$ cat config.mk
export PLATFORM = sky130hd
export DESIGN_NAME = result_trace_fifo_flat
export DESIGN_NICKNAME = d
export VERILOG_FILES = /design/src/rtl/result_trace_fifo_if.sv /design/src/rtl/result_trace_fifo.sv /design/src/flat_wrapper.sv
export SDC_FILE = /design/constraint.sdc
export NUM_CORES = 1
export LEC_CHECK = 0
export CAP_MARGIN = 20
export CORE_UTILIZATION = 36
export CTS_BUF_LIST = sky130_fd_sc_hd__clkbuf_16
export CTS_CLUSTER_SIZE = 12
export DETAILED_ROUTE_END_ITERATION = 7
export GPL_ROUTABILITY_DRIVEN = 0
export MAX_ROUTING_LAYER = met4
export PLACE_DENSITY = 0.59
export SLEW_MARGIN = 20
export SYNTH_ARGS = -nofsm -noshare
export SYNTH_HDL_FRONTEND = slang
export SYNTH_SLANG_ARGS = --single-unit
$ cat constraint.sdc
create_clock -name clk -period 4.8 [get_ports clk]
set_clock_uncertainty 0.1 [all_clocks]
set_input_delay 0.96 -clock clk [delete_from_list [all_inputs] [get_ports clk]]
set_output_delay 0.96 -clock clk [all_outputs]
set_load 0.01 [all_outputs]
$ cat src/rtl/result_trace_fifo_if.sv
// Write-back trace bus: capture side (we/pc/wa/y/done) and drain side
// (valid/ready/data) plus FIFO status.
interface result_trace_fifo_if #(
    parameter int AW = 3
);
    logic          we;
    logic [7:0]    pc;
    logic [1:0]    wa;
    logic [7:0]    y;
    logic          done;
    logic          out_valid;
    logic          out_ready;
    logic [17:0]   out_data;
    logic [AW:0]   count;
    logic          full;
    logic          empty;
    logic [7:0]    drop_cnt;
    logic          drained;

    // Producer/consumer environment view.
    modport master (
        output we, pc, wa, y, done, out_ready,
        input  out_valid, out_data, count, full, empty, drop_cnt, drained
    );

    // FIFO view.
    modport slave (
        input  we, pc, wa, y, done, out_ready,
        output out_valid, out_data, count, full, empty, drop_cnt, drained
    );
endinterface

$ cat src/rtl/result_trace_fifo.sv
// Captures register write-back events {pc, wa, y} into a show-ahead FIFO and
// drains them over valid/ready. Overflowing events are counted (saturating),
// and drained flags that the program finished and every result was consumed.
module result_trace_fifo #(
    parameter int DEPTH = 8,
    parameter int AW    = 3
) (
    input  logic                clk,
    input  logic                reset,
    result_trace_fifo_if.slave  bus
);
    localparam logic [AW:0] FULL_CNT = (AW+1)'(DEPTH);

    logic [17:0]   mem [DEPTH];
    logic [AW-1:0] wr_ptr;
    logic [AW-1:0] rd_ptr;
    logic [AW:0]   count_q;
    logic [7:0]    drop_q;
    logic          done_seen;

    logic          empty_w;
    logic          full_w;
    logic          pop;
    logic          push;
    logic          drop;

    assign empty_w = (count_q == '0);
    assign full_w  = (count_q == FULL_CNT);

    // A pop only happens when a head is actually presented; when full, a
    // simultaneous pop frees the slot the incoming push lands in.
    assign pop  = !empty_w && bus.out_ready;
    assign push = bus.we && (!full_w || pop);
    assign drop = bus.we && full_w && !pop;

    // Pointer, occupancy, overflow and done bookkeeping.
    always_ff @(posedge clk or posedge reset) begin
        if (reset) begin
            wr_ptr    <= '0;
            rd_ptr    <= '0;
            count_q   <= '0;
            drop_q    <= '0;
            done_seen <= 1'b0;
        end else begin
            if (push)
                wr_ptr <= wr_ptr + AW'(1);
            if (pop)
                rd_ptr <= rd_ptr + AW'(1);
            case ({push, pop})
                2'b10:   count_q <= count_q + (AW+1)'(1);
                2'b01:   count_q <= count_q - (AW+1)'(1);
                default: count_q <= count_q;
            endcase
            if (drop && (drop_q != 8'hFF))
                drop_q <= drop_q + 8'd1;
            if (bus.done)
                done_seen <= 1'b1;
        end
    end

    // Entry storage; contents are don't-care until written, so no reset.
    always_ff @(posedge clk) begin
        if (push)
            mem[wr_ptr] <= {bus.pc, bus.wa, bus.y};
    end

    assign bus.out_valid = !empty_w;
    assign bus.out_data  = mem[rd_ptr];
    assign bus.count     = count_q;
    assign bus.full      = full_w;
    assign bus.empty     = empty_w;
    assign bus.drop_cnt  = drop_q;
    assign bus.drained   = done_seen && empty_w;
endmodule
$ cat src/flat_wrapper.sv
// flat-port wrapper written by rule: the top's interface ports become plain ports
module result_trace_fifo_flat 
#(
    parameter int DEPTH = 8,
    parameter int AW    = 3
)
  (clk, reset, bus_we, bus_pc, bus_wa, bus_y, bus_done, bus_out_ready, bus_out_valid, bus_out_data, bus_count, bus_full, bus_empty, bus_drop_cnt, bus_drained);
  result_trace_fifo_if #(.AW(AW)) bus_i ();
  input  logic clk;
  input  logic reset;
  input wire logic [$bits(bus_i.we)-1:0] bus_we;
  input wire logic [$bits(bus_i.pc)-1:0] bus_pc;
  input wire logic [$bits(bus_i.wa)-1:0] bus_wa;
  input wire logic [$bits(bus_i.y)-1:0] bus_y;
  input wire logic [$bits(bus_i.done)-1:0] bus_done;
  input wire logic [$bits(bus_i.out_ready)-1:0] bus_out_ready;
  output wire logic [$bits(bus_i.out_valid)-1:0] bus_out_valid;
  output wire logic [$bits(bus_i.out_data)-1:0] bus_out_data;
  output wire logic [$bits(bus_i.count)-1:0] bus_count;
  output wire logic [$bits(bus_i.full)-1:0] bus_full;
  output wire logic [$bits(bus_i.empty)-1:0] bus_empty;
  output wire logic [$bits(bus_i.drop_cnt)-1:0] bus_drop_cnt;
  output wire logic [$bits(bus_i.drained)-1:0] bus_drained;
  assign bus_i.we = bus_we;
  assign bus_i.pc = bus_pc;
  assign bus_i.wa = bus_wa;
  assign bus_i.y = bus_y;
  assign bus_i.done = bus_done;
  assign bus_i.out_ready = bus_out_ready;
  assign bus_out_valid = bus_i.out_valid;
  assign bus_out_data = bus_i.out_data;
  assign bus_count = bus_i.count;
  assign bus_full = bus_i.full;
  assign bus_empty = bus_i.empty;
  assign bus_drop_cnt = bus_i.drop_cnt;
  assign bus_drained = bus_i.drained;
  result_trace_fifo #(.DEPTH(DEPTH), .AW(AW)) u_core (.clk(clk), .reset(reset), .bus(bus_i));
endmodule
==> metrics.md <==
| Metric | Value |
|---|---|
| Outcome | finished, final reports clean |
| Synth warn | 0 |
| DRT iter0 DRCs | 172 |
| Antenna viol nets, final | 0 |
| Sequential element share of the synthesized area | 74.4% |
| Leakage | 0.00267 uW |
| Int Power | 3400 uW |
| Reg clk slew, reported paths | 0.06 ns |
| Dpl hpwl | 6910 um |
| Critical path class | reg2out |
| CP Launch Type | flip-flop |
| Most frequent cells in the layout | 144 x edfxtp_1, 56 x clkdlybuf4s50_1, 36 x mux4_2, 22 x mux2_2, 18 x dfrtp_1 |
| CP max FO | 24 |
| Sequential group share of total power | 41.8% |
| Final wirelength | 11,700 um |
| EDFF count, synth | 144 |
| Port Buffers | 56 |
| CTS tree | built |
| Fin. max-slew vios | 0 |
| DRC viols | 0 |
| Post-CTS sizing | 0 |
| Fmax | 262 MHz |
| Pwr/cell area | 588 nW/um^2 |
| Top_reg_cell synth | edfxtp_1 |
| Area Growth Syn to Fin | 23.2% |
| Clock root buffer | clkbuf_16 |
| Worst ir drop on vdd | 0.316 mV |
| Setup tns final | 0 ns |
| # rows | 48 |
| Crit path DAT | 2.76 ns |
| Global-route wire length before repair | 18,600 um |
| Number of vias in the routed layout | 3,069 |
| Ranking of synthesized cells by area | edfxtp_1 67%, mux4_2 13%, dfrtp_1 7.4%, mux2_2 3.8%, ha_1 1.2% |
| Commonest non-fill, non-tap cell in the layout | edfxtp_1 |
| Layout cells sized above 1 | 28.6% |
| Synthesized cell area | 6450 um^2 |
| Post-layout util | 45.7% |
| Core Region | 17,400 um^2 |
| DIE AREA | 18,500 um^2 |
| # IOs | 57 |
| Power, Total | 4680 uW |
| Worst-Skew Late Latency | 0.42 ns |
| Slew HR | 29.4% |
| #FFs+latches synth | 163 |
| Fin crit share | 79.7% |
| Worst Max-Slew Pin Slew | 1.06 ns |
| Area leader, netlist | edfxtp_1 |
| First drt pass iteration count | 4 |
| CTS max path bufs | 2 |
| Tmin final | 3.82 ns |
| Final Hold Violating Endpoints | 0 |
| Ys async rst share | 11.7% |
| Cells after Synth | 310 |
| Total grt overflow | 0 |
| Die W | 136 um |
| Crit end category | output pin |
| Antenna violations before repair | 0 |
| CTS H-tree lvls | 4 |
| Share of the synthesized area in the top cell type | 67.0% |
| Vias in the first global route | 3,303 |
| Setup Viol. Count Final | 0 |
| CTS buffer count | 17 |
| Avg Inst Size Synth | 20.8 um^2 |
| GRT Util Overall | 14.6% |
| DP Worst Slack | 1.38 ns |
| Switching Share | 27.4% |
| Fin nets | 415 |
| Chip height | 136 um |
| Final WS setup | 0.977 ns |
| Hold Buf Count CTS | 0 |
| Data required, critical path | 3.74 ns |
| # diodes | 0 |
| DR WL/cell | 18.9 um |
| Worst hold-check path type | reg2reg |
| Combinational share of power | 29.5% |
| Switching power | 1280 uW |
| Yosys cell types | 37 |
| Initial Utilization | 37.1% |
| Post-CTS Setup Bufs | 0 |
| Max-cap violations | 0 |
| Pin count of the biggest net entering global routing | 25 |
| Clk sinks | 163 |
| Syn nets | 339 |
| Via density | 4.93 |
| Clock power share | 28.7% |
| RSZ-0062 raised after global routing | no |
-- layer usage --
layer / share of wire [%] / track usage, % / wire [um]
met1: 43 / 18.0 / 5110
met2: 50 / 22.9 / 5890
met3: 4.7 / 3.99 / 558
met4: 1.6 / 5.74 / 188
met5: 0 / - / 0
-- worst max-delay path: stages, from the launching register on --
cell and delay [ns]:
dfrtp_1 0.74, buf_4 0.45, mux4_2 0.36, mux2_2 0.30, clkdlybuf4s50_1 0.49
-- sequential cells by signal, summed over array words and instances (netlist names) --
| register | count |
|---|---|
| u_core.mem | 144 |
| u_core.bus.drop_cnt | 8 |
| u_core.bus.count | 4 |
| u_core.rd_ptr | 3 |
| u_core.wr_ptr | 3 |
| u_core.done_seen | 1 |
-- final timing paths --
kind	startpoint	end	slack, ns	cells past startpoint
worst max-delay path	u_core.rd_ptr[1]	bus_out_data[12]	0.98	4
worst min-delay path	u_core.done_seen	u_core.done_seen	0.37	1
worst max register to register	u_core.bus.count[1]	u_core.bus.count[2]	1.99	10
max in group asynchronous	reset	u_core.rd_ptr[0]	3.15	2
min in group asynchronous	reset	u_core.bus.drop_cnt[4]	0.89	2
worst min register to register	u_core.done_seen	u_core.done_seen	0.37	1
-- through the flow --
stage	cells	hold WS [ns]	area (um^2)
after floorplan	310	0.330	6450
after global placement	592	0.345	7360
after detailed placement	592	0.345	7360
after CTS	623	0.369	7960
after global routing	623	0.384	7960
final	623	0.372	7960
-- cell usage after synthesis, types with 2 or more instances --
master      n
nor3_1      4
nand2b_1    4
nor2_1      8
mux4_2     36
inv_1       5
nand2_1    11
nand3_1     5
clkbuf_1    6
and2_1      2
nand4_1     2
mux2_2     22
xor2_1      6
ha_1        6
buf_2       4
edfxtp_1  144
xnor2_1     6
dfrtp_1    19
-- kinds of logic after synthesis --
group,count (synthesis),synth area share (%)
AO/OA/AOI/OAI,5,0.601
XOR/XNOR,13,1.88
buffers and inverters,17,1.14
flip-flops,163,74.4
adder cells (fa/ha/maj),6,1.16
multiplexers,59,16.6
AND/OR/NAND/NOR,47,4.28
-- cell type report --
type / instances / area [um^2]
Clock buffer: 17 / 425
Sequential cell: 163 / 4800
Clock inverter: 14 / 165
Tap cell: 225 / 282
Timing Repair Buffer: 68 / 663
Inverter: 6 / 27.5
Multi-Input combinational cell: 130 / 1590
Fill cell: 1463 / 9460
-- power by group through the flow --
stage                     Sequential [uW]  Clock, uW  Combinational (uW)
after global routing                 1990       1420                1500
after floorplan                      1880          0                 911
after detailed placement             1990          0                1410
final                                1960       1340                1380
after global placement               1980          0                1400
after CTS                            1970       1370                1420
Power figures use the tool's default switching activity.
